## src/rtl/prt_dptx_sym_sched_if.sv

```systemverilog
// rtl/prt_dptx_sym_sched_if.sv - request and symbol bundle for the DP TX symbol scheduler
// Slave side is the scheduler; master side is the link-layer driver of requests.
interface prt_dptx_sym_sched_if #(
   parameter int P_SEC_LEN_W = 8
) ();
   logic                   CFG_EN_IN;
   logic                   CFG_EFM_IN;
   logic                   BS_REQ_IN;
   logic                   BE_REQ_IN;
   logic                   SEC_REQ_IN;
   logic [P_SEC_LEN_W-1:0] SEC_LEN_IN;
   logic                   SEC_ACK_OUT;
   logic                   SEC_RD_OUT;
   logic [4:0]             SYM_OUT;
   logic                   SYM_K_OUT;
   logic                   BLANK_OUT;
   logic                   ERR_OUT;

   modport slave (
      input  CFG_EN_IN, CFG_EFM_IN, BS_REQ_IN, BE_REQ_IN, SEC_REQ_IN, SEC_LEN_IN,
      output SEC_ACK_OUT, SEC_RD_OUT, SYM_OUT, SYM_K_OUT, BLANK_OUT, ERR_OUT
   );

   modport master (
      output CFG_EN_IN, CFG_EFM_IN, BS_REQ_IN, BE_REQ_IN, SEC_REQ_IN, SEC_LEN_IN,
      input  SEC_ACK_OUT, SEC_RD_OUT, SYM_OUT, SYM_K_OUT, BLANK_OUT, ERR_OUT
   );
endinterface

```

## src/rtl/prt_dptx_sym_sched.sv

```systemverilog
// rtl/prt_dptx_sym_sched.sv - DP TX control symbol scheduler (BS/SR, BE, secondary SS/DAT/SE)
// Every output is a flop loaded from the next-state decode, so it lines up with the state it describes.
module prt_dptx_sym_sched #(
   parameter int P_SR_INTERVAL = 512,
   parameter int P_SEC_LEN_W   = 8
) (
   input logic                 CLK_IN,
   input logic                 RST_IN,
   prt_dptx_sym_sched_if.slave sif
);
   localparam int CW = ($clog2(P_SR_INTERVAL) > 9) ? $clog2(P_SR_INTERVAL) : 9;
   localparam logic [CW-1:0]          CNT_LAST = CW'(P_SR_INTERVAL - 1);
   localparam logic [P_SEC_LEN_W-1:0] LEN_ONE  = {{(P_SEC_LEN_W-1){1'b0}}, 1'b1};

   localparam logic [4:0] SYM_BS  = 5'd0;
   localparam logic [4:0] SYM_BE  = 5'd1;
   localparam logic [4:0] SYM_SS  = 5'd3;
   localparam logic [4:0] SYM_SE  = 5'd6;
   localparam logic [4:0] SYM_SR  = 5'd7;
   localparam logic [4:0] SYM_BF  = 5'd14;
   localparam logic [4:0] SYM_NOP = 5'd15;

   typedef enum logic [2:0] {IDLE, CTL, SS, DAT, SE} state_t;

   state_t                 state, nxt_state;
   logic [1:0]             idx, nxt_idx;
   logic                   efm_q, nxt_efm;
   logic                   sr_q, nxt_sr;
   logic                   be_seq_q, nxt_be_seq;
   logic [CW-1:0]          seq_cnt, nxt_cnt;
   logic [P_SEC_LEN_W-1:0] len_cnt, nxt_len;
   logic                   pend_bs, nxt_pend_bs;
   logic                   pend_be, nxt_pend_be;
   logic                   blank_q, nxt_blank;
   logic [4:0]             sym_q, nxt_sym;
   logic                   k_q, nxt_k;
   logic                   ack_q, nxt_ack;
   logic                   rd_q, nxt_rd;
   logic                   err_q, nxt_err;
   logic                   bs_req, be_req, bs_busy, be_busy, sec_ok, x_is_sr;

   always_ff @(posedge CLK_IN or posedge RST_IN) begin
      if (RST_IN) begin
         state    <= IDLE;
         idx      <= 2'd0;
         efm_q    <= 1'b0;
         sr_q     <= 1'b0;
         be_seq_q <= 1'b0;
         seq_cnt  <= '0;
         len_cnt  <= '0;
         pend_bs  <= 1'b0;
         pend_be  <= 1'b0;
         blank_q  <= 1'b0;
         sym_q    <= SYM_NOP;
         k_q      <= 1'b0;
         ack_q    <= 1'b0;
         rd_q     <= 1'b0;
         err_q    <= 1'b0;
      end else begin
         state    <= nxt_state;
         idx      <= nxt_idx;
         efm_q    <= nxt_efm;
         sr_q     <= nxt_sr;
         be_seq_q <= nxt_be_seq;
         seq_cnt  <= nxt_cnt;
         len_cnt  <= nxt_len;
         pend_bs  <= nxt_pend_bs;
         pend_be  <= nxt_pend_be;
         blank_q  <= nxt_blank;
         sym_q    <= nxt_sym;
         k_q      <= nxt_k;
         ack_q    <= nxt_ack;
         rd_q     <= nxt_rd;
         err_q    <= nxt_err;
      end
   end

   always_comb begin
      nxt_state   = state;
      nxt_idx     = idx;
      nxt_efm     = efm_q;
      nxt_sr      = sr_q;
      nxt_be_seq  = be_seq_q;
      nxt_cnt     = seq_cnt;
      nxt_len     = len_cnt;
      nxt_pend_bs = pend_bs;
      nxt_pend_be = pend_be;
      nxt_blank   = blank_q;
      nxt_sym     = SYM_NOP;
      nxt_k       = 1'b0;
      nxt_ack     = 1'b0;
      nxt_rd      = 1'b0;
      nxt_err     = 1'b0;
      bs_req      = sif.BS_REQ_IN;
      be_req      = sif.BE_REQ_IN;
      bs_busy     = (state == CTL) && !be_seq_q;
      be_busy     = (state == CTL) && be_seq_q;
      sec_ok      = blank_q && sif.SEC_REQ_IN && (sif.SEC_LEN_IN != '0) && !pend_bs && !pend_be;
      x_is_sr     = (seq_cnt == CNT_LAST);

      if (!sif.CFG_EN_IN) begin
         nxt_state   = IDLE;
         nxt_idx     = 2'd0;
         nxt_efm     = 1'b0;
         nxt_sr      = 1'b0;
         nxt_be_seq  = 1'b0;
         nxt_cnt     = '0;
         nxt_len     = '0;
         nxt_pend_bs = 1'b0;
         nxt_pend_be = 1'b0;
         nxt_blank   = 1'b0;
      end else begin
         case (state)
            IDLE: begin
               if (pend_bs) begin
                  nxt_state   = CTL;
                  nxt_idx     = 2'd0;
                  nxt_be_seq  = 1'b0;
                  nxt_efm     = sif.CFG_EFM_IN;
                  nxt_sr      = x_is_sr;
                  nxt_cnt     = x_is_sr ? '0 : seq_cnt + CW'(1);
                  nxt_pend_bs = 1'b0;
                  nxt_blank   = 1'b1;
                  nxt_sym     = x_is_sr ? SYM_SR : SYM_BS;
                  nxt_k       = 1'b1;
               end else if (pend_be) begin
                  nxt_state   = CTL;
                  nxt_idx     = 2'd0;
                  nxt_be_seq  = 1'b1;
                  nxt_pend_be = 1'b0;
                  nxt_blank   = 1'b0;
                  nxt_sym     = SYM_BE;
                  nxt_k       = 1'b1;
               end else if (sec_ok) begin
                  nxt_state = SS;
                  nxt_len   = sif.SEC_LEN_IN;
                  nxt_ack   = 1'b1;
                  nxt_sym   = SYM_SS;
                  nxt_k     = 1'b1;
               end
            end
            CTL: begin
               // Enhanced framing walks X,BF,BF,X; the closing X repeats the opening one.
               if (!be_seq_q && efm_q && idx != 2'd3) begin
                  nxt_idx = idx + 2'd1;
                  nxt_sym = (idx == 2'd2) ? (sr_q ? SYM_SR : SYM_BS) : SYM_BF;
                  nxt_k   = 1'b1;
               end else begin
                  nxt_state = IDLE;
                  nxt_idx   = 2'd0;
               end
            end
            SS: begin
               nxt_state = DAT;
               nxt_rd    = 1'b1;
            end
            DAT: begin
               if (len_cnt == LEN_ONE) begin
                  nxt_state = SE;
                  nxt_len   = '0;
                  nxt_sym   = SYM_SE;
                  nxt_k     = 1'b1;
               end else begin
                  nxt_len = len_cnt - LEN_ONE;
                  nxt_rd  = 1'b1;
               end
            end
            SE: nxt_state = IDLE;
            default: nxt_state = IDLE;
         endcase

         // A request for the sequence already running counts as a duplicate, like a set pending flag.
         if (bs_req) begin
            if (pend_bs || bs_busy) nxt_err = 1'b1;
            else                    nxt_pend_bs = 1'b1;
         end
         if (be_req) begin
            if (pend_be || be_busy)                nxt_err = 1'b1;
            else if (!blank_q && !pend_bs && !bs_req) nxt_err = 1'b1;
            else                                   nxt_pend_be = 1'b1;
         end
         if (bs_req && be_req) nxt_err = 1'b1;
      end
   end

   assign sif.SYM_OUT     = sym_q;
   assign sif.SYM_K_OUT   = k_q;
   assign sif.BLANK_OUT   = blank_q;
   assign sif.SEC_ACK_OUT = ack_q;
   assign sif.SEC_RD_OUT  = rd_q;
   assign sif.ERR_OUT     = err_q;
endmodule
```

## src/flat_wrapper.sv

```systemverilog
// flat-port wrapper written by rule: the top's interface ports become plain ports
module prt_dptx_sym_sched_flat 
#(
   parameter int P_SR_INTERVAL = 512,
   parameter int P_SEC_LEN_W   = 8
)
  (CLK_IN, RST_IN, sif_CFG_EN_IN, sif_CFG_EFM_IN, sif_BS_REQ_IN, sif_BE_REQ_IN, sif_SEC_REQ_IN, sif_SEC_LEN_IN, sif_SEC_ACK_OUT, sif_SEC_RD_OUT, sif_SYM_OUT, sif_SYM_K_OUT, sif_BLANK_OUT, sif_ERR_OUT);
  prt_dptx_sym_sched_if #(.P_SEC_LEN_W(P_SEC_LEN_W)) sif_i ();
  input logic CLK_IN;
  input logic RST_IN;
  input wire logic [$bits(sif_i.CFG_EN_IN)-1:0] sif_CFG_EN_IN;
  input wire logic [$bits(sif_i.CFG_EFM_IN)-1:0] sif_CFG_EFM_IN;
  input wire logic [$bits(sif_i.BS_REQ_IN)-1:0] sif_BS_REQ_IN;
  input wire logic [$bits(sif_i.BE_REQ_IN)-1:0] sif_BE_REQ_IN;
  input wire logic [$bits(sif_i.SEC_REQ_IN)-1:0] sif_SEC_REQ_IN;
  input wire logic [$bits(sif_i.SEC_LEN_IN)-1:0] sif_SEC_LEN_IN;
  output wire logic [$bits(sif_i.SEC_ACK_OUT)-1:0] sif_SEC_ACK_OUT;
  output wire logic [$bits(sif_i.SEC_RD_OUT)-1:0] sif_SEC_RD_OUT;
  output wire logic [$bits(sif_i.SYM_OUT)-1:0] sif_SYM_OUT;
  output wire logic [$bits(sif_i.SYM_K_OUT)-1:0] sif_SYM_K_OUT;
  output wire logic [$bits(sif_i.BLANK_OUT)-1:0] sif_BLANK_OUT;
  output wire logic [$bits(sif_i.ERR_OUT)-1:0] sif_ERR_OUT;
  assign sif_i.CFG_EN_IN = sif_CFG_EN_IN;
  assign sif_i.CFG_EFM_IN = sif_CFG_EFM_IN;
  assign sif_i.BS_REQ_IN = sif_BS_REQ_IN;
  assign sif_i.BE_REQ_IN = sif_BE_REQ_IN;
  assign sif_i.SEC_REQ_IN = sif_SEC_REQ_IN;
  assign sif_i.SEC_LEN_IN = sif_SEC_LEN_IN;
  assign sif_SEC_ACK_OUT = sif_i.SEC_ACK_OUT;
  assign sif_SEC_RD_OUT = sif_i.SEC_RD_OUT;
  assign sif_SYM_OUT = sif_i.SYM_OUT;
  assign sif_SYM_K_OUT = sif_i.SYM_K_OUT;
  assign sif_BLANK_OUT = sif_i.BLANK_OUT;
  assign sif_ERR_OUT = sif_i.ERR_OUT;
  prt_dptx_sym_sched #(.P_SR_INTERVAL(P_SR_INTERVAL), .P_SEC_LEN_W(P_SEC_LEN_W)) u_core (.CLK_IN(CLK_IN), .RST_IN(RST_IN), .sif(sif_i));
endmodule
```

## config.mk

```make
export PLATFORM = sky130hd
export DESIGN_NAME = prt_dptx_sym_sched_flat
export DESIGN_NICKNAME = d
export VERILOG_FILES = /design/src/rtl/prt_dptx_sym_sched_if.sv /design/src/rtl/prt_dptx_sym_sched.sv /design/src/flat_wrapper.sv
export SDC_FILE = /design/constraint.sdc
export NUM_CORES = 1
export LEC_CHECK = 0
export BUFFER_PORTS_ARGS = -buffer_cell sky130_fd_sc_hd__buf_2
export CORE_AREA = 2 2 73 75
export DETAILED_ROUTE_END_ITERATION = 7
export DIE_AREA = 0 0 75 77
export SYNTH_ARGS = -nofsm -noshare
export SYNTH_HDL_FRONTEND = slang
export SYNTH_SLANG_ARGS = --single-unit
```

## constraint.sdc

```tcl
create_clock -name CLK_IN -period 3.2 [get_ports CLK_IN]
set_clock_uncertainty 0.15 [all_clocks]
set_input_delay 0 -clock CLK_IN [delete_from_list [all_inputs] [get_ports CLK_IN]]
set_output_delay 0 -clock CLK_IN [all_outputs]
set_load 0.005 [all_outputs]
```

==> impl_results.md <==
* Pleak at 1.08 nW
* Fraction of registers with async set/reset at 100%
* Main combinational cell family by area after synthesis: simple AND/OR/NAND/NOR gates
* Crit path capture type: register
* Layout cells sized above 1 at 18.0%
* Area delta synth->final at 18.8%
* Final Critical Period at ~2.8 ns
* Largest area contributor in the netlist: dfrtp_1
* Worst path arrival time at 2.84 ns
* Die ar. at between 5000 and 6000 um2
* Dominant cells by area after synthesis: dfrtp_1 (37%), a21oi_1 (5.1%), dfstp_2 (4.9%), nand2_1 (4.9%), ha_1 (3.5%)
* Vias per cell at about 5.6
* Ant diodes at 0
* Mapped Cells at between 200 and 250
* Die Wd at between 70 and 80 um
* Nets at 292
* Total wire length at 5.27 mm
* Post-synth EDFFs at 0
* Commonest non-fill, non-tap cell in the layout: dfrtp_1
* CP Data Required Time at 3.22 ns
* Setup TNS at 0 ns
* Proportion of synthesized area in mux cells at less than 1%
* Synth cell types at 58
* Ports at 25
* Ys flop type: dfrtp_1
* Yosys top cell area share at a little under two fifths
* Deepest clock path buffer count at 2
* Adder-cell area share of the yosys netlist at 3.49%
* First-pass GRT wire length at 9.03 mm
* Grt total ovfl at 0
* Fill cell count at 482
* Post-synthesis net count at roughly 260
* P per Cell Area at just over 600 nW/um2
* Status: finished, final reports clean
* Residual DRC at 0
* RSZ-0062 raised after global routing: no
* Worst VDD drop at around 0.00039 V
* Clock sink count at 36
* Relative slew margins at a little under three fifths
* Max-slew violations at 0
* Final hold vios at 0
* CP Class: reg2reg
* CTS root buf: clkbuf_8
* Post-Synth XOR/XNOR Area at 0.814%
* Post-CTS setup buffer count at 0
* Min-delay worst type: in2async
* Max-cap viol count at 0
* Synth Area per Inst at a little over 9 um2
* Pre-antenna DRT Iters at 4
* Hpwl dp at approximately 3.6 mm
* Final ANT Viol Nets at 0
* Synth Area in Compound Gates at roughly a quarter
* Routed WL per cell at between 15 and 20 um
* Num CTS Buffers at 5
* DR iter-0 viols at between 100 and 150
* H-tree Lvls at 2
* Sequential share of the synthesized area at about 42%
* Mapped Area at roughly 2200 um2
* Crit path max fanout at 13
* Placer congestion estimate at between 0.7 and 0.8
* Std-Cell Rows at 26
* Synth warn at 0
* Overall routing resource usage at 20.4%
* Yosys reg bits at 36
* Worst Tran Pin Value at between 0.6 and 0.7 ns
* Startpoint types: register
* Clock Latency Late Sink at 0.29 ns
* Vias at roughly 1.9k
* Core area at 4980 um2
* Vias in the first global route at 1,865
* Initial antenna violation count at 0
* Fin util at ~50%
* Final Cycle Share at about nine tenths
* Fmax at about 350 MHz
* Synth Area in Simple Gates at 24.3%
* Final Setup Violations at 0
* CTS tree: yes
* Largest net degree at the start of global routing at 37
* Initial core utilization at around 43%
* Die H at ~77 um
* Port bufs at 23
* Worst-path clk slew at about 0.08 ns
* Leading cell types in the layout, fill and taps excluded: dfrtp_1 (32), nand2_1 (28), buf_2 (23)
-- sequential cells by signal, summed over array words and instances (netlist names) --
register,cells
u_core.pend_be,1
u_core.sif.SYM_K_OUT,1
u_core.sif.SYM_OUT,4
u_core.sif.ERR_OUT,1
u_core.efm_q,1
u_core.be_seq_q,1
u_core.idx,2
u_core.state,3
u_core.sif.BLANK_OUT,1
u_core.len_cnt,8
u_core.pend_bs,1
u_core.sif.SEC_ACK_OUT,1
u_core.sr_q,1
u_core.seq_cnt,9
u_core.sif.SEC_RD_OUT,1
-- routing by layer --
metal	global-route usage (%)	vias up	routed length (um)
met3	4.07	6	223
met2	33.8	41	2690
met1	26.6	936	2300
li1	-	932	-
met4	5.89	0	59
met5	0	-	0
-- cells in the mapped netlist, types with 2 or more instances --
cell type / instances
nand3b_1: 3
a211oi_1: 4
nand2_1: 28
o31ai_1: 4
a31oi_1: 3
nor3b_1: 3
o21ai_0: 11
a32o_1: 3
a311oi_1: 2
dfstp_2: 4
or3b_2: 3
and3_1: 2
or4b_1: 2
nand2b_1: 3
nor3_1: 8
o211ai_1: 2
xnor2_1: 2
nor4_2: 2
nor2_1: 15
buf_2: 6
a2bb2oi_1: 2
and2_1: 6
ha_1: 6
inv_1: 10
nand3_1: 6
clkbuf_1: 7
o22ai_1: 2
o32ai_1: 2
dfrtp_1: 32
o21a_1: 3
a2111oi_0: 2
or3_1: 2
a21oi_1: 22
-- critical path: stages (launching register included) --
cell           delay [ns]
dfrtp_1              0.51
or3_1                0.52
a211oi_4             0.48
or2_1                0.35
a21oi_1              0.10
dlygate4sd3_1        0.57
-- cell families after synthesis --
kind of cell,Yosys count
compound gates,72
simple gates,94
mux,1
fa+ha+maj,6
buf+inv,25
xor+xnor,2
flops,36
other cells,1
-- stage by stage --
stage	power (mW)	hold WS, ns	instance area, um2	setup WS (ns)	std cells
global route	1.68	0.274	2560	0.267	342
detailed placement	1.21	-0.0103	2320	0.733	319
floorplan	1.05	-0.0192	2150	0.837	237
global placement	1.21	-0.0126	2320	0.799	319
finish	1.57	0.190	2560	0.383	342
CTS	1.57	0.231	2560	0.416	342
-- report_power, final --
group / switching (mW) / total [mW] / internal, mW
registers: 0.0899 / 0.639 / 0.549
logic: 0.337 / 0.589 / 0.252
clock network: 0.165 / 0.341 / 0.176
total: 0.592 / 1.57 / 0.977
-- area by class of cell --
class	count	area [um2]	area share (%)
Sequential cell	36	906	35.4
Multi-Input combinational cell	176	1140	44.6
Timing Repair Buffer	42	295	11.5
Inverter	10	37.5	1.47
Clock buffer	8	90.1	3.52
Tap cell	70	87.6	3.42
-- final timing paths --
| path | end | depth (start not counted) | start | slack (ns) |
|---|---|---|---|---|
| min in group CLK_IN | u_core.pend_be | 4 | sif_BE_REQ_IN | 0.37 |
| worst max-delay path | u_core.len_cnt[0] | 5 | u_core.state[1] | 0.38 |
| worst min-delay path | u_core.seq_cnt[7] | 4 | RST_IN | 0.19 |
| max in group asynchronous | u_core.sif.SYM_OUT[0] | 4 | RST_IN | 2.33 |
| worst max register to register | u_core.len_cnt[0] | 5 | u_core.state[1] | 0.38 |
| worst min register to register | u_core.efm_q | 2 | u_core.efm_q | 0.38 |
-- timing repair --
item                       4_1_cts  5_1_grt
hold buffers                    15        0
setup endpoints to repair        0        0
gates resized for setup          0        0
hold endpoints to repair        48        0
Note: power is estimated with default switching activity, not from simulation.
